`config.mk`:
```
export PLATFORM = sky130hd
export DESIGN_NAME = sram_port_arbiter
export DESIGN_NICKNAME = d
export VERILOG_FILES = /design/src/rtl/core_pkg.sv /design/src/rtl/fixed_prio_starve_guard.sv /design/src/rtl/sram_port_arbiter.sv
export SDC_FILE = /design/constraint.sdc
export NUM_CORES = 1
export LEC_CHECK = 0
export CAP_MARGIN = 20
export CORE_ASPECT_RATIO = 0.6
export CORE_UTILIZATION = 44
export CTS_CLUSTER_DIAMETER = 50
export DETAILED_ROUTE_END_ITERATION = 10
export GPL_TIMING_DRIVEN = 0
export PLACE_DENSITY = 0.86
export SLEW_MARGIN = 10
export SYNTH_ARGS = -nofsm -noshare
export SYNTH_HDL_FRONTEND = slang
export SYNTH_SLANG_ARGS = --single-unit
```
`constraint.sdc`:
```
create_clock -name clk -period 4.3 [get_ports clk]
set_input_delay 0.43 -clock clk [delete_from_list [all_inputs] [get_ports clk]]
set_output_delay 0.43 -clock clk [all_outputs]
set_load 0.005 [all_outputs]
```
`src/rtl/core_pkg.sv`:
```
// Shared types for the SRAM port arbiter.
//   arb_state_e : arbiter FSM states
//   owner_e     : which requester owns the outstanding transaction
//   mem_req_t   : registered downstream request (sized by the CORE_* widths;
//                 the arbiter width parameters default to these values)
package core_pkg;

  localparam int CORE_ADDR_W = 32;
  localparam int CORE_DATA_W = 32;
  localparam int CORE_MASK_W = 4;

  typedef enum logic [1:0] {
    IDLE  = 2'd0,
    ISSUE = 2'd1,
    WAIT  = 2'd2
  } arb_state_e;

  typedef enum logic {
    OWN_IF = 1'b0,
    OWN_D  = 1'b1
  } owner_e;

  typedef struct packed {
    logic                   we;
    logic [CORE_ADDR_W-1:0] addr;
    logic [CORE_DATA_W-1:0] wdata;
    logic [CORE_MASK_W-1:0] wmask;
  } mem_req_t;

endpackage

```
`src/rtl/fixed_prio_starve_guard.sv`:
```
// Fixed-priority (data over fetch) winner select with a starvation guard.
//   clk, rst_n : clock, async active-low reset
//   arb_en     : arbitration allowed this cycle (arbiter idle)
//   if_req     : fetch request
//   d_req      : data request
//   if_win     : fetch wins this cycle (combinational)
//   d_win      : data wins this cycle (combinational)
// A streak counter tracks data grants made while a fetch was waiting; once it
// reaches STREAK_MAX the waiting fetch is forced through.
module fixed_prio_starve_guard #(
  parameter int STREAK_MAX = 4
) (
  input  logic clk,
  input  logic rst_n,
  input  logic arb_en,
  input  logic if_req,
  input  logic d_req,
  output logic if_win,
  output logic d_win
);

  localparam logic [2:0] STREAK_LIM = 3'(STREAK_MAX);

  logic [2:0] streak_cnt;
  logic       force_if;

  always_comb begin
    force_if = if_req && (streak_cnt == STREAK_LIM);
    d_win    = arb_en && d_req && !force_if;
    if_win   = arb_en && if_req && !d_win;
  end

  // Only data grants with a fetch waiting lengthen the streak; anything else
  // means fetch is not being starved, so the streak restarts.
  always_ff @(posedge clk or negedge rst_n) begin
    if (!rst_n) begin
      streak_cnt <= '0;
    end else if (if_win) begin
      streak_cnt <= '0;
    end else if (d_win) begin
      if (!if_req)
        streak_cnt <= '0;
      else if (streak_cnt != STREAK_LIM)
        streak_cnt <= streak_cnt + 3'd1;
    end
  end

endmodule

```
`src/rtl/sram_port_arbiter.sv`:
```
// Shares one single-ported SRAM/bus port between instruction fetch (read
// only) and the memory stage (load/store, byte-masked). One transaction is
// outstanding at a time: IDLE (arbitrate + latch) -> ISSUE (mem_req until
// mem_ready) -> WAIT (until mem_rvalid) -> IDLE.
//   clk, rst_n                       : clock, async active-low reset
//   if_req/if_addr/if_gnt            : fetch request side
//   if_rvalid/if_rdata               : fetch response (registered pulse)
//   d_req/d_we/d_addr/d_wdata/d_wmask/d_gnt : data request side
//   d_rvalid/d_rdata                 : load data / store ack (registered pulse)
//   mem_req/mem_we/mem_addr/mem_wdata/mem_wmask/mem_ready : downstream request
//   mem_rvalid/mem_rdata             : downstream response
//   stall_if/stall_mem               : hold the requesting stage
module sram_port_arbiter import core_pkg::*; #(
  parameter int ADDR_W     = CORE_ADDR_W,
  parameter int DATA_W     = CORE_DATA_W,
  parameter int MASK_W     = CORE_MASK_W,
  parameter int STREAK_MAX = 4
) (
  input  logic              clk,
  input  logic              rst_n,
  input  logic              if_req,
  input  logic [ADDR_W-1:0] if_addr,
  output logic              if_gnt,
  output logic              if_rvalid,
  output logic [DATA_W-1:0] if_rdata,
  input  logic              d_req,
  input  logic              d_we,
  input  logic [ADDR_W-1:0] d_addr,
  input  logic [DATA_W-1:0] d_wdata,
  input  logic [MASK_W-1:0] d_wmask,
  output logic              d_gnt,
  output logic              d_rvalid,
  output logic [DATA_W-1:0] d_rdata,
  output logic              mem_req,
  output logic              mem_we,
  output logic [ADDR_W-1:0] mem_addr,
  output logic [DATA_W-1:0] mem_wdata,
  output logic [MASK_W-1:0] mem_wmask,
  input  logic              mem_ready,
  input  logic              mem_rvalid,
  input  logic [DATA_W-1:0] mem_rdata,
  output logic              stall_if,
  output logic              stall_mem
);

  arb_state_e state, state_nxt;
  owner_e     owner_q;
  mem_req_t   req_q;
  logic       arb_en;
  logic       if_win, d_win;
  logic       if_pend, d_pend;

  // Grants are combinational; gating with rst_n keeps them low while reset
  // is held even if a requester is already asserting.
  assign arb_en = rst_n && (state == IDLE);

  fixed_prio_starve_guard #(
    .STREAK_MAX (STREAK_MAX)
  ) u_guard (
    .clk    (clk),
    .rst_n  (rst_n),
    .arb_en (arb_en),
    .if_req (if_req),
    .d_req  (d_req),
    .if_win (if_win),
    .d_win  (d_win)
  );

  assign if_gnt = if_win;
  assign d_gnt  = d_win;

  // FSM
  always_ff @(posedge clk or negedge rst_n) begin
    if (!rst_n) state <= IDLE;
    else        state <= state_nxt;
  end

  always_comb begin
    state_nxt = state;
    case (state)
      IDLE:    if (if_win || d_win) state_nxt = ISSUE;
      ISSUE:   if (mem_ready)       state_nxt = WAIT;
      WAIT:    if (mem_rvalid)      state_nxt = IDLE;
      default:                      state_nxt = IDLE;
    endcase
  end

  // Request register: the downstream port is driven only from here, so no
  // requester input has a combinational path to mem_*. Write data and mask
  // are zeroed for anything that is not a store.
  always_ff @(posedge clk or negedge rst_n) begin
    if (!rst_n) begin
      req_q   <= '0;
      owner_q <= OWN_IF;
    end else if (d_win) begin
      owner_q     <= OWN_D;
      req_q.we    <= d_we;
      req_q.addr  <= d_addr;
      req_q.wdata <= d_we ? d_wdata : '0;
      req_q.wmask <= d_we ? d_wmask : '0;
    end else if (if_win) begin
      owner_q     <= OWN_IF;
      req_q.we    <= 1'b0;
      req_q.addr  <= if_addr;
      req_q.wdata <= '0;
      req_q.wmask <= '0;
    end
  end

  assign mem_req   = (state == ISSUE);
  assign mem_we    = req_q.we;
  assign mem_addr  = req_q.addr;
  assign mem_wdata = req_q.wdata;
  assign mem_wmask = req_q.wmask;

  // Response routing. mem_rvalid outside WAIT (stray, or a leftover from a
  // transaction abandoned by reset) is dropped. Store acks leave d_rdata alone.
  always_ff @(posedge clk or negedge rst_n) begin
    if (!rst_n) begin
      if_rvalid <= 1'b0;
      d_rvalid  <= 1'b0;
      if_rdata  <= '0;
      d_rdata   <= '0;
    end else begin
      if_rvalid <= 1'b0;
      d_rvalid  <= 1'b0;
      if (state == WAIT && mem_rvalid) begin
        if (owner_q == OWN_IF) begin
          if_rvalid <= 1'b1;
          if_rdata  <= mem_rdata;
        end else begin
          d_rvalid <= 1'b1;
          if (!req_q.we) d_rdata <= mem_rdata;
        end
      end
    end
  end

  // Pending flags carry the stall past the grant, after the requester has
  // dropped its req. A grant on the rvalid cycle (back-to-back) re-arms it.
  always_ff @(posedge clk or negedge rst_n) begin
    if (!rst_n) begin
      if_pend <= 1'b0;
      d_pend  <= 1'b0;
    end else begin
      if (if_gnt)         if_pend <= 1'b1;
      else if (if_rvalid) if_pend <= 1'b0;
      if (d_gnt)          d_pend  <= 1'b1;
      else if (d_rvalid)  d_pend  <= 1'b0;
    end
  end

  assign stall_if  = rst_n && (if_req || if_pend) && !if_rvalid;
  assign stall_mem = rst_n && (d_req  || d_pend)  && !d_rvalid;

endmodule

```
-- Word-level counts from Yosys, hierarchy flattened
Cells that the tools add are included.
- flip-flop bits (word level): 143
- input bits: 139
- output and inout bits: 140
- word-level logic and storage cells: 72
- add/subtract/negate cells: 1
- equality and inequality tests: 8
- mux-type cells: 22
- bitwise gates (word level): 2
- reductions and logical operators: 26
- operators with widths (kind ; count):
    2-to-1 mux 69 bit ; 2
    2-to-1 mux 32 bit ; 1
    2-to-1 mux 3 bit ; 4
    logical AND 1 bit ; 11
    2-to-1 mux 1 bit ; 10
    2-to-1 mux 2 bit ; 3
    one-hot mux 2 bit (3 select lines) ; 1
    AND reduction 3 bit ; 2
    nonzero test 2 bit ; 3
    zero test 1 bit ; 4
    2-to-1 mux 4 bit ; 1
    inequality test 2 x 1 -> 1 bit (second input constant) ; 2
    AND reduction 2 bit ; 2
    adder 3 x 1 -> 3 bit (second input constant) ; 1
    == test 3 bit (second input constant) ; 1
    logical OR 1 bit ; 3
    inequality test 3 x 1 -> 1 bit (second input constant) ; 1
    inequality test 3 bit (second input constant) ; 1
    == test 2 x 1 -> 1 bit (second input constant) ; 1
    == test 2 bit (second input constant) ; 1
    zero test 2 bit ; 1
    inequality test 2 bit (second input constant) ; 1
    inverter 1 bit ; 2

-- Logic depth before layout (Yosys ltp)
Gate-level depths: netlist of run 1.
- depth after elaboration: 9
- gate-level depth with buffers: 7
- gate-level depth less buffers: 5

-- Cells and area by module
From an unflattened synthesis of run 1, not the netlist that was laid out.
- cell total of the unflattened synthesis: 406
- area, all modules: 5785.5 µm²
- by module, submodules not included (module ; instances ; cells an instance ; area an instance (µm²) ; seq. area each (µm²)):
    sram_port_arbiter ; 1 ; 383 ; 5592.9 ; 3503.4
    fixed_prio_starve_guard ; 1 ; 23 ; 192.7 ; 75.1

-- Worst setup path after synthesis of run 1
OpenSTA, ideal clock, no wires.
- kind: reg2reg
- start point: register u_guard.streak_cnt[0]
- end point: register req_q (netlist bit mem_wdata[0])
- library setup time: 0.065 ns
- arrival time: 1.751 ns
- required time: 4.235 ns
- slack: 2.484 ns
- cell stages (with the launch flop): 8
- buffers on the path: 2
- clock period less this slack: 1.816 ns
- cells stage by stage: dfrtp_1 inv_1 ha_1 and3_1 clkbuf_1 nor4b_4 buf_6 a22o_1
- cells in the longest elaborated chain, start to end: 7
- elaborated cells on any way between the ends: 8
- those cells by class: eq/ne: 1; mux: 1; reduce/logical: 6
- ends and longest elaborated chain (element ; RTL line ; text):
    start: declaration ; fixed_prio_starve_guard.sv:24 ; logic [2:0] streak_cnt;
    start signal: assignment ; fixed_prio_starve_guard.sv:44 ; streak_cnt <= streak_cnt + 3'd1;
    == test 3 bit (*) ; fixed_prio_starve_guard.sv:28 ; force_if = if_req && (streak_cnt == STREAK_LIM);
    logical AND 1 bit (*) ; fixed_prio_starve_guard.sv:28 ;
    zero test 1 bit (*) ; fixed_prio_starve_guard.sv:29 ; d_win = arb_en && d_req && !force_if;
    logical AND 1 bit (*) ; fixed_prio_starve_guard.sv:29 ;
    zero test 1 bit ; fixed_prio_starve_guard.sv:30 ; if_win = arb_en && if_req && !d_win;
    logical AND 1 bit ; fixed_prio_starve_guard.sv:30 ;
    nonzero test 2 bit (no source line) ; - ;
    end: declaration ; sram_port_arbiter.sv:48 ; mem_req_t req_q;
Every way passes the cells marked *; elsewhere a longest branch is shown, timed or not.
A chain may end at the register's enable or synchronous reset.

-- Worst setup path in the final report of run 1
- start point: input port rst_n
- end point: output port d_gnt
- cells in the longest elaborated chain, start to end: 3
- ends and longest elaborated chain (element ; RTL line ; text):
    start: declaration ; sram_port_arbiter.sv:20 ; input logic rst_n,
    logical AND 1 bit ; sram_port_arbiter.sv:55 ; assign arb_en = rst_n && (state == IDLE);
    logical AND 1 bit (2 in a row) ; fixed_prio_starve_guard.sv:29 ;
    end: declaration ; sram_port_arbiter.sv:31 ; output logic d_gnt,
No other way between the ends.

==> results.md, run 1 <==
- Run status: complete, no violations
- Syn. warnings: 0
- Number of global-route vias before repair: 5,023
- Maximum fanout along the worst path: 92
- Number of different library cells in the post-synthesis netlist: 32
- Final standard cell count with taps included and fillers excluded: 899
- Kind of capture point of the worst setup path: output pin
- Power share of the combinational group: 38.2%
- Setup violation total in the final timing report: 0
- Clock period minus final worst setup slack: 4.04 ns
- # port buffers: 278
- DRC Markers: 0
- Net count of the mapped netlist: 558
- Post-layout worst setup margin: 0.264 ns
- Worst Hold Class: flip-flop to flip-flop
- Slew at the pin with the worst max-slew slack: 0.783 ns
- First-pass GRT wire length: 27,000 um
- Leftover overflow at the end of global routing: 0
- Average vias per placed instance: 5.33
- Sum of internal, switching and leakage power: 6.13 mW
- Share of final-layout standard cells stronger than drive strength 1: 15.4%
- Proportion of synthesized chip area in sequential cells: 61.3%
- Ys async rst share: 100%
- Total internal power: 4.39 mW
- Max-slew violation count: 0
- Register bit count reported by yosys: 143
- P per Cell Area: 646 nW/um^2
- Clock transition at the registers of the reported paths: 0.06 ns
- Diodes inserted: 0
- Worst-case clock skew: 0.0115 ns
- Number of synthesized flops with an enable pin: 0
- Total number of nets in the final design: 857
- Seq pwr share: 37.2%
- Detailed Route Iter0 Violations: 207
- Max-cap violation count: 0
- Number of gates given a new drive strength after cts: 0
- Antenna violations before repair: 0
- Clock tree root driver cell: sky130_fd_sc_hd__clkbuf_16
- Top Ports: 279
- Worst slew margin: 47.6%
- Number of buffers on the longest clock path: 2
- Final hold violation count: 0
- Switching component of the power: 1.74 mW
- Latest clock arrival within the worst-skew pair: 0.41 ns
- Row cnt: 32
- Placer Congestion: 0.807
- Router iterations before antenna repair: 4
- Endpoint arrival time on the critical path: 3.61 ns
- Number of standard cells after synthesis: 417
- Peak ir drop on the vdd network: 0.343 mV
- Hold Buf Count CTS: 1
- Count of clock tree sinks: 143
- Setup CP Type: input port to output pin
- Chip height: 91.2 um
- Cell leakage power: 3.97 nW
- Overall die width: 151 um
- Net switching share of the total power: 28.4%
- Pin count of the biggest net entering global routing: 93
- Clock power share: 24.7%
- Starting density of the core: 45.3%
- GRT Resource Usage Total: 25.9%
- Number of placed instances, taps included: 866
- Signed area change from the synthesized netlist to the final layout: 62.5%
- Hpwl dp: 12,800 um
- Core area: 12,900 sq um
- Cell area after technology mapping: 5840 sq um
- Top_reg_cell synth: sky130_fd_sc_hd__dfrtp_1
- CTS tree: yes
- Number of H-tree branching levels: 4
- Total via count after detailed routing: 4,789
- Number of nets with antenna violations after detailed routing: 0
- Pre-CTS setup slack: 0.826 ns
- Avg Inst Size Synth: 14.0 sq um
- Overall routed net length: 17,500 um
- Data required time at the worst endpoint: 3.87 ns
- Fin Hold WS: 0.490 ns
- Area of the multi-input gates: 2060 sq um
- Area used by sequential logic in the layout: 3580 sq um
- Portion of the clock cycle consumed by the worst path in the final layout: 93.9%
- RSZ-0062 raised after global routing: no
- Max Clock Freq: 248 MHz
- Post-CTS setup repair buffer count: 0
- Number of buffers added by the clock tree synthesis step: 17
- Kind of start point of the critical path: input port
- Fill cell instance count of the final layout: 874
- Post-route setup TNS: 0 ns
- DR WL/cell: 19.4 um
- Die area: 13,700 sq um
[cell families after synthesis]
kind of cell | share of synthesized area [%]
multiplexers | 12.3
AND/OR/NAND/NOR | 5.87
adder cells (fa/ha/maj) | 0.429
AO/OA/AOI/OAI | 16.7
buffers and inverters | 3.37
flip-flops | 61.3
[worst paths after layout]
kind	from	endpoint	slack, ns	cells after the start
worst max-delay path	rst_n	d_gnt	0.26	7
worst min-delay path	d_pend$_DFFE_PN0P_	d_pend$_DFFE_PN0P_	0.49	1
worst max register to register	u_guard.streak_cnt[0]$_DFFE_PN0P_	mem_wdata[28]$_DFFE_PN0P_	2.04	7
worst min register to register	d_pend$_DFFE_PN0P_	d_pend$_DFFE_PN0P_	0.49	1
max in group asynchronous	rst_n	mem_addr[10]$_DFFE_PN0P_	2.91	3
min in group asynchronous	rst_n	if_rdata[7]$_DFFE_PN0P_	0.58	2
[critical path, stage by stage]
cell	delay, ns
sky130_fd_sc_hd__dlygate4sd3_1	0.56
sky130_fd_sc_hd__buf_6	0.44
sky130_fd_sc_hd__buf_16	0.41
sky130_fd_sc_hd__or3b_1	0.39
sky130_fd_sc_hd__buf_2	0.17
sky130_fd_sc_hd__nor3_1	0.49
sky130_fd_sc_hd__clkdlybuf4s50_1	0.64
[per-stage QoR]
stage                     cell area, sq um  util [%]
final                                 9480      73.6
after CTS                             9480      73.6
after global routing                  9480      73.6
after detailed placement              8860      68.7
after floorplan                       5840         -
after global placement                8830      68.5
[Yosys cell counts, types with 3 or more instances]
cell	number	area [sq um]
sky130_fd_sc_hd__o32ai_1	32	280
sky130_fd_sc_hd__dfrtp_1	143	3580
sky130_fd_sc_hd__buf_2	10	50.1
sky130_fd_sc_hd__a21o_1	3	22.5
sky130_fd_sc_hd__clkbuf_1	23	86.3
sky130_fd_sc_hd__mux2_2	63	709
sky130_fd_sc_hd__a22o_1	38	333
sky130_fd_sc_hd__buf_6	3	33.8
sky130_fd_sc_hd__a2bb2oi_1	32	280
sky130_fd_sc_hd__inv_1	6	22.5
sky130_fd_sc_hd__nand2b_1	34	213
sky130_fd_sc_hd__nor2_1	5	18.8
[power by group through the flow]
stage / combinational (mW) / clock, mW / sequential, mW
2_1_floorplan: 0.780 / 0 / 2.29
3_3_place_gp: 2.29 / 0 / 2.24
3_5_place_dp: 2.35 / 0 / 2.28
4_1_cts: 2.37 / 1.54 / 2.27
5_1_grt: 2.49 / 1.61 / 2.35
6_report: 2.34 / 1.51 / 2.28
[layout by cell type, fill, tap and decap left out, types with 2 or more instances in the layout]
cell type	instances
sky130_fd_sc_hd__nor2b_1	2
sky130_fd_sc_hd__mux2_2	63
sky130_fd_sc_hd__a21o_1	3
sky130_fd_sc_hd__ha_1	2
sky130_fd_sc_hd__nand2_1	2
sky130_fd_sc_hd__dfrtp_1	143
sky130_fd_sc_hd__clkbuf_1	23
sky130_fd_sc_hd__nand2b_1	34
sky130_fd_sc_hd__bufinv_16	2
sky130_fd_sc_hd__buf_6	4
sky130_fd_sc_hd__nor2_1	5
sky130_fd_sc_hd__o32ai_1	32
sky130_fd_sc_hd__a2bb2oi_1	32
sky130_fd_sc_hd__inv_6	5
sky130_fd_sc_hd__buf_2	10
sky130_fd_sc_hd__a22o_1	38
sky130_fd_sc_hd__clkdlybuf4s50_1	277
sky130_fd_sc_hd__o22ai_1	2
sky130_fd_sc_hd__clkbuf_16	17
sky130_fd_sc_hd__inv_1	6
sky130_fd_sc_hd__inv_8	4
sky130_fd_sc_hd__clkinvlp_4	2
sky130_fd_sc_hd__nor3b_1	2
[state kept, by name, indices dropped and copies added, names as in the netlist]
name	cells
d_pend	1
d_rdata	32
d_rvalid	1
if_pend	1
if_rdata	32
if_rvalid	1
mem_addr	32
mem_wdata	32
mem_we	1
mem_wmask	4
owner_q	1
state	2
u_guard.streak_cnt	3
[area by class of cell]
class,instances,area share (%)
Multi-Input combinational cell,231,21.7
Clock buffer,17,4.49
Tap cell,170,2.24
Inverter,7,0.277
Clock inverter,15,1.99
Buffer,36,1.79
Sequential cell,143,37.7
Timing Repair Buffer,280,29.7
[metal layers]
metal | vias to the layer above | wire (um) | GRT usage [%]
met1 | 2419 | 7360 | 33.6
met5 | - | 0 | 0
met4 | 0 | 72 | 5.67
met2 | 195 | 8590 | 42.5
li1 | 2169 | - | -
met3 | 6 | 1440 | 7.94
Note: power is estimated with default switching activity, not from simulation.
==> run 2, diff against run 1 <==
--- a/config.mk
+++ b/config.mk
@@ -7,11 +7,12 @@
 export LEC_CHECK = 0
 export CAP_MARGIN = 20
 export CORE_ASPECT_RATIO = 0.6
-export CORE_UTILIZATION = 44
+export CORE_UTILIZATION = 37
 export CTS_CLUSTER_DIAMETER = 50
 export DETAILED_ROUTE_END_ITERATION = 10
 export GPL_TIMING_DRIVEN = 0
-export PLACE_DENSITY = 0.86
+export HOLD_SLACK_MARGIN = 0.06
+export PLACE_DENSITY = 0.77
 export SLEW_MARGIN = 10
 export SYNTH_ARGS = -nofsm -noshare
 export SYNTH_HDL_FRONTEND = slang
==> constraint.sdc (replaced) <==
create_clock -name clk -period 3.24 [get_ports clk]
set_input_delay 0.324 -clock clk [delete_from_list [all_inputs] [get_ports clk]]
set_output_delay 0.324 -clock clk [all_outputs]
set_load 0.005 [all_outputs]
==> run 2 against run 1 <==
Against the previous run: largest power group unchanged; non-clock buffer count grew 1; clock skew grew 0.0032 ns; first-iteration DRC count grew 17%; critical path depth shrank 1; hold slack gained 0.0019 ns; clock power grew 26%; sequential share of layout area shrank 0.12 points.
==> results.md, run 2 (synthesis results as in run 1) <==
- Setup CP Type: input port to output pin
- Number of placed instances, taps included: 899
- Worst setup path endpoint: d_gnt
- Peak ir drop on the vdd network: 0.438 mV
- Final hold violation count: 0
- Share of the core filled with cells in the final layout: 61.9%
- Slew at the pin with the worst max-slew slack: 0.834 ns
- Latest clock arrival within the worst-skew pair: 0.40 ns
- Busiest metal layer after global routing: met2
- RSZ-0062 raised after global routing: no
- Row cnt: 35
- Post-CTS setup repair buffer count: 0
- Clock transition at the registers of the reported paths: 0.06 ns
- Total via count after detailed routing: 4,781
- Setup violation total in the final timing report: 0
- DRC Markers: 0
- Die area: 16,300 sq um
- GRT Resource Usage Total: 22.4%
- CP Depth: 6
- Maximum single-stage delay on the critical path: 0.64 ns
- Overall routed net length: 18,000 um
- R2r endpoint: mem_wdata[1]$_DFFE_PN0P_
- Data required time at the worst endpoint: 2.92 ns
- Number of buffers on the longest clock path: 2
- P per Cell Area: 844 nW/um^2
- Kind of start point of the critical path: input port
- Overall die width: 164 um
- Reg2Reg Launch Point: u_guard.streak_cnt[0]$_DFFE_PN0P_
- Endpoint arrival time on the critical path: 2.69 ns
- Run status: complete, no violations
- Most common library cell in the layout ignoring fill and taps: sky130_fd_sc_hd__clkdlybuf4s50_1
- Router iterations before antenna repair: 6
- Number of buffers added by the clock tree synthesis step: 17
- Leftover overflow at the end of global routing: 0
- Chip height: 99.3 um
- Hold Buf Count CTS: 2
- Kind of capture point of the worst setup path: output pin
- Worst path buffer plus inverter count: 4
- Global Route met2 Usage: 35.3%
- Final standard cell count with taps included and fillers excluded: 933
- Max-cap violation count: 0
- Fraction of met1 tracks used by global routing: 30.1%
- Series of cell instances along the critical path: dlygate4sd3_1 -> buf_6 -> or3b_1 -> buf_2 -> nor3_1 -> clkdlybuf4s50_1
- R2R setup slack: 0.91 ns
- Cell leakage power: 3.97 nW
- Crit path from: rst_n
- First-pass GRT wire length: 28,000 um
- Worst reg-to-reg path cell count: 7
- Hpwl dp: 13,400 um
- Worst Hold Class: flip-flop to flip-flop
- Total number of nets in the final design: 858
- Maximum fanout along the worst path: 6
- Clock period minus final worst setup slack: 3.02 ns
- Met3 routing resource usage after global routing: 5.75%
- Top Ports: 279
- Detailed Route Iter0 Violations: 242
- Slowest stage cell, crit path: sky130_fd_sc_hd__clkdlybuf4s50_1
- Number of H-tree branching levels: 4
- Share of final-layout standard cells stronger than drive strength 1: 15.5%
- CTS tree: yes
- Number of global-route vias before repair: 5,228
- Sum of internal, switching and leakage power: 8.03 mW
- Count of clock tree sinks: 143
- Worst slew margin: 44.2%
- Diodes inserted: 0
- Pin count of the biggest net entering global routing: 81
- Average vias per placed instance: 5.12
- # port buffers: 278
- Top library cells by usage in the layout, fill and taps aside: 277 x sky130_fd_sc_hd__clkdlybuf4s50_1, 143 x sky130_fd_sc_hd__dfrtp_1, 63 x sky130_fd_sc_hd__mux2_2
- Portion of the clock cycle consumed by the worst path in the final layout: 93.1%
- Starting density of the core: 38.0%
- Number of gates given a new drive strength after cts: 0
- Antenna violations before repair: 0
- Placer Congestion: 0.864
- Signed area change from the synthesized netlist to the final layout: 63.1%
- Number of nets with antenna violations after detailed routing: 0
- Fin Hold WS: 0.492 ns
- Max Clock Freq: 332 MHz
- DR WL/cell: 19.2 um
- Worst-case clock skew: 0.0148 ns
- Max-slew violation count: 0
- Clock tree root driver cell: sky130_fd_sc_hd__clkbuf_16
- Core area: 15,400 sq um
- Category of cells accounting for the largest share of critical-path delay: buffers and inverters
[run 2: cell count changes in the layout (fill, tap and decap cells not counted)]
cell,previous run,this run
sky130_fd_sc_hd__inv_8,4,0
sky130_fd_sc_hd__clkbuf_8,0,2
sky130_fd_sc_hd__clkinv_2,0,2
sky130_fd_sc_hd__inv_6,5,7
sky130_fd_sc_hd__buf_16,1,2
sky130_fd_sc_hd__bufinv_16,2,1
sky130_fd_sc_hd__clkinv_4,1,0
sky130_fd_sc_hd__clkinv_8,1,0
sky130_fd_sc_hd__clkinvlp_4,2,3
[run 2: area by class of cell]
cell class | count | area, sq um
buffer | 36 | 170
clock buffer | 19 | 453
clock inverter | 13 | 124
fill | 1184 | 5860
inverter | 7 | 26.3
multi-input combinational | 231 | 2060
sequential | 143 | 3580
tap | 203 | 254
timing repair buffer | 281 | 2850
[run 2: through the flow]
| step | setup TNS (ns) | setup WS [ns] | area, sq um |
|---|---|---|---|
| after global routing | 0 | 0.118 | 9520 |
| after global placement | -828.65 | -4.26 | 8870 |
| after CTS | 0 | 0.222 | 9520 |
| after floorplan | 0 | 1.42 | 5840 |
| final | 0 | 0.224 | 9520 |
| after detailed placement | 0 | 0.356 | 8900 |
[run 2: worst min-delay path by stage]
stage | slack (ns) | start | cells past startpoint | end
floorplan | 0.03 | rst_n | 0 | d_pend$_DFFE_PN0P_
global placement | 0.47 | d_pend$_DFFE_PN0P_ | 1 | d_pend$_DFFE_PN0P_
detailed placement | 0.36 | rst_n | 1 | mem_wdata[12]$_DFFE_PN0P_
CTS | 0.49 | d_pend$_DFFE_PN0P_ | 1 | d_pend$_DFFE_PN0P_
global route | 0.51 | d_pend$_DFFE_PN0P_ | 1 | d_pend$_DFFE_PN0P_
finish | 0.49 | d_pend$_DFFE_PN0P_ | 1 | d_pend$_DFFE_PN0P_
[run 2: where the power goes]
group | switching, mW | internal [mW]
Combinational | 1.02 | 2.10
Clock | 0.791 | 1.11
Sequential | 0.449 | 2.56
[run 2: per-layer routing]
metal | vias to the layer above | part of all wire, %
li1 | 2186 | -
met1 | 2405 | 45
met2 | 166 | 46
met3 | 24 | 7.3
met4 | 0 | 1.7
met5 | - | 0
==> run 3, diff against run 2 <==
--- a/config.mk
+++ b/config.mk
@@ -13,6 +13,7 @@
 export GPL_TIMING_DRIVEN = 0
 export HOLD_SLACK_MARGIN = 0.06
 export PLACE_DENSITY = 0.77
+export REMOVE_ABC_BUFFERS = 1
 export SLEW_MARGIN = 10
 export SYNTH_ARGS = -nofsm -noshare
 export SYNTH_HDL_FRONTEND = slang
==> run 3 against run 2 <==
Against the previous run: first-iteration DRC count decreased by 6.2%; sequential power about the same; maximum frequency decreased by 1.8%; global-route usage decreased by 2.7 points; register-to-register slack got worse by 0.13 ns; combinational power about the same; sequential share of layout area decreased by 0.22 points; utilization increased by 0.37 points; hold slack got worse by 0.0059 ns; flip-flop and latch count unchanged; via count decreased by 4.0%; highest routed layer unchanged.
==> results.md, run 3 (synthesis results as in run 1) <==
- Run status: complete, no violations
- Cell leakage power: 3.96 nW
- Clock tree root driver cell: sky130_fd_sc_hd__clkbuf_16
- Clock transition at the registers of the reported paths: 0.07 ns
- Total via count after detailed routing: 4,591
- Top library cells by usage in the layout, fill and taps aside: 276 x sky130_fd_sc_hd__clkdlybuf4s50_1, 143 x sky130_fd_sc_hd__dfrtp_1, 63 x sky130_fd_sc_hd__mux2_2
- Signed area change from the synthesized netlist to the final layout: 64.0%
- Max Clock Freq: 326 MHz
- Top Ports: 279
- Final hold violation count: 0
- Endpoint arrival time on the critical path: 2.75 ns
- Count of clock tree sinks: 143
- Number of nets with antenna violations after detailed routing: 0
- Area of the multi-input gates: 2130 sq um
- Post-CTS setup repair buffer count: 0
- Chip height: 99.3 um
- DR WL/cell: 17.6 um
- Die area: 16,300 sq um
- Total number of nets in the final design: 831
- Peak ir drop on the vdd network: 0.421 mV
- Max-cap violation count: 0
- DRC Markers: 0
- Starting density of the core: 38.0%
- Number of global-route vias before repair: 4,818
- Busiest metal layer after global routing: met2
- Fraction of met1 tracks used by global routing: 25.8%
- Hpwl dp: 11,700 um
- Slew at the pin with the worst max-slew slack: 0.978 ns
- Diodes inserted: 0
- Max-slew violation count: 0
- Average vias per placed instance: 5.07
- Kind of capture point of the worst setup path: output pin
- Global Route met2 Usage: 32.0%
- P per Cell Area: 844 nW/um^2
- Worst Hold Class: input port to async pin
- Area used by sequential logic in the layout: 3580 sq um
- Most common library cell in the layout ignoring fill and taps: sky130_fd_sc_hd__clkdlybuf4s50_1
- Fill cell instance count of the final layout: 1,153
- Number of buffers added by the clock tree synthesis step: 17
- Antenna violations before repair: 0
- Maximum fanout along the worst path: 75
- Worst-case clock skew: 0.0145 ns
- Portion of the clock cycle consumed by the worst path in the final layout: 94.7%
- Number of placed instances, taps included: 872
- # port buffers: 278
- Fin Hold WS: 0.486 ns
- Pin count of the biggest net entering global routing: 76
- Worst slew margin: 34.5%
- Clock period minus final worst setup slack: 3.07 ns
- Router iterations before antenna repair: 6
- Setup violation total in the final timing report: 0
- Core area: 15,400 sq um
- Share of final-layout standard cells stronger than drive strength 1: 16.5%
- Number of H-tree branching levels: 4
- Kind of start point of the critical path: input port
- Row cnt: 35
- Share of the core filled with cells in the final layout: 62.3%
- Latest clock arrival within the worst-skew pair: 0.40 ns
- CTS tree: yes
- Met3 routing resource usage after global routing: 6.17%
- Leftover overflow at the end of global routing: 0
- Final standard cell count with taps included and fillers excluded: 906
- Number of buffers on the longest clock path: 2
- Overall routed net length: 15,900 um
- RSZ-0062 raised after global routing: no
- Overall die width: 164 um
- Data required time at the worst endpoint: 2.92 ns
- GRT Resource Usage Total: 19.7%
- Placer Congestion: 0.777
- Detailed Route Iter0 Violations: 227
- First-pass GRT wire length: 25,100 um
- Setup CP Type: input port to output pin
run 3: changes by cell type in the layout (fill, tap and decap cells not counted), moves of 2 or more:
cell	before	now
sky130_fd_sc_hd__clkinv_4	0	2
sky130_fd_sc_hd__buf_2	10	1
sky130_fd_sc_hd__buf_8	0	5
sky130_fd_sc_hd__clkbuf_1	23	1
sky130_fd_sc_hd__inv_6	7	4
run 3: power breakdown:
group          internal [mW]  switching (mW)  leakage [nW]
registers               2.56           0.460          1.76
logic                   2.13           0.987          1.93
clock network           1.17           0.779         0.279
run 3: stage by stage:
step | power (mW) | cell area, sq um | TNS (ns) | setup WS (ns)
2_1_floorplan | 4.04 | 5670 | -32.20 | -0.982
3_3_place_gp | 5.99 | 8700 | -1085.90 | -6.59
3_5_place_dp | 6.17 | 8920 | -3.79 | -0.288
4_1_cts | 8.18 | 9570 | 0 | 0.0412
5_1_grt | 8.53 | 9570 | 0 | 0.0120
6_report | 8.08 | 9570 | 0 | 0.170
run 3: final timing paths:
| path | to | depth (start not counted) | start | slack, ns |
|---|---|---|---|---|
| setup reg to reg | mem_wdata[16]$_DFFE_PN0P_ | 6 | u_guard.streak_cnt[0]$_DFFE_PN0P_ | 0.78 |
| hold reg to reg | d_rdata[6]$_DFFE_PN0P_ | 1 | d_rdata[6]$_DFFE_PN0P_ | 0.49 |
| max in group asynchronous | if_rdata[12]$_DFFE_PN0P_ | 3 | rst_n | 2.40 |
| setup / recovery | d_gnt | 6 | rst_n | 0.17 |
| min in group clk | d_rdata[6]$_DFFE_PN0P_ | 1 | d_rdata[6]$_DFFE_PN0P_ | 0.49 |
| hold / removal | mem_wdata[5]$_DFFE_PN0P_ | 3 | rst_n | 0.49 |
run 3: area by class of cell:
type                       instances  area share [%]
clock buffer                      19            4.63
clock inverter                    13            1.61
inverter                           7           0.288
multi-input combinational        231            22.2
sequential                       143            37.4
tap                              203            2.65
timing repair buffer             290            31.2
run 3: metal layers:
| layer | share of wire, % | vias up |
|---|---|---|
| met3 | 7.5 | 10 |
| li1 | - | 2120 |
| met1 | 44 | 2277 |
| met5 | 0 | - |
| met2 | 47 | 184 |
| met4 | 0.67 | 0 |
run 3: critical path: stages:
cell and delay (ns):
sky130_fd_sc_hd__dlygate4sd3_1 0.56, sky130_fd_sc_hd__buf_8 0.13, sky130_fd_sc_hd__buf_16 0.29, sky130_fd_sc_hd__or3b_1 0.55, sky130_fd_sc_hd__nor3_4 0.31, sky130_fd_sc_hd__clkdlybuf4s50_1 0.58
run 3: what timing repair did:
| item | CTS | global route |
|---|---|---|
| resized for setup | 3 | 1 |
| hold buffers | 2 | 0 |
| hold endpoints to repair | 72 | 0 |
| setup endpoints to repair | 1 | 1 |
| pin swaps | 0 | 0 |
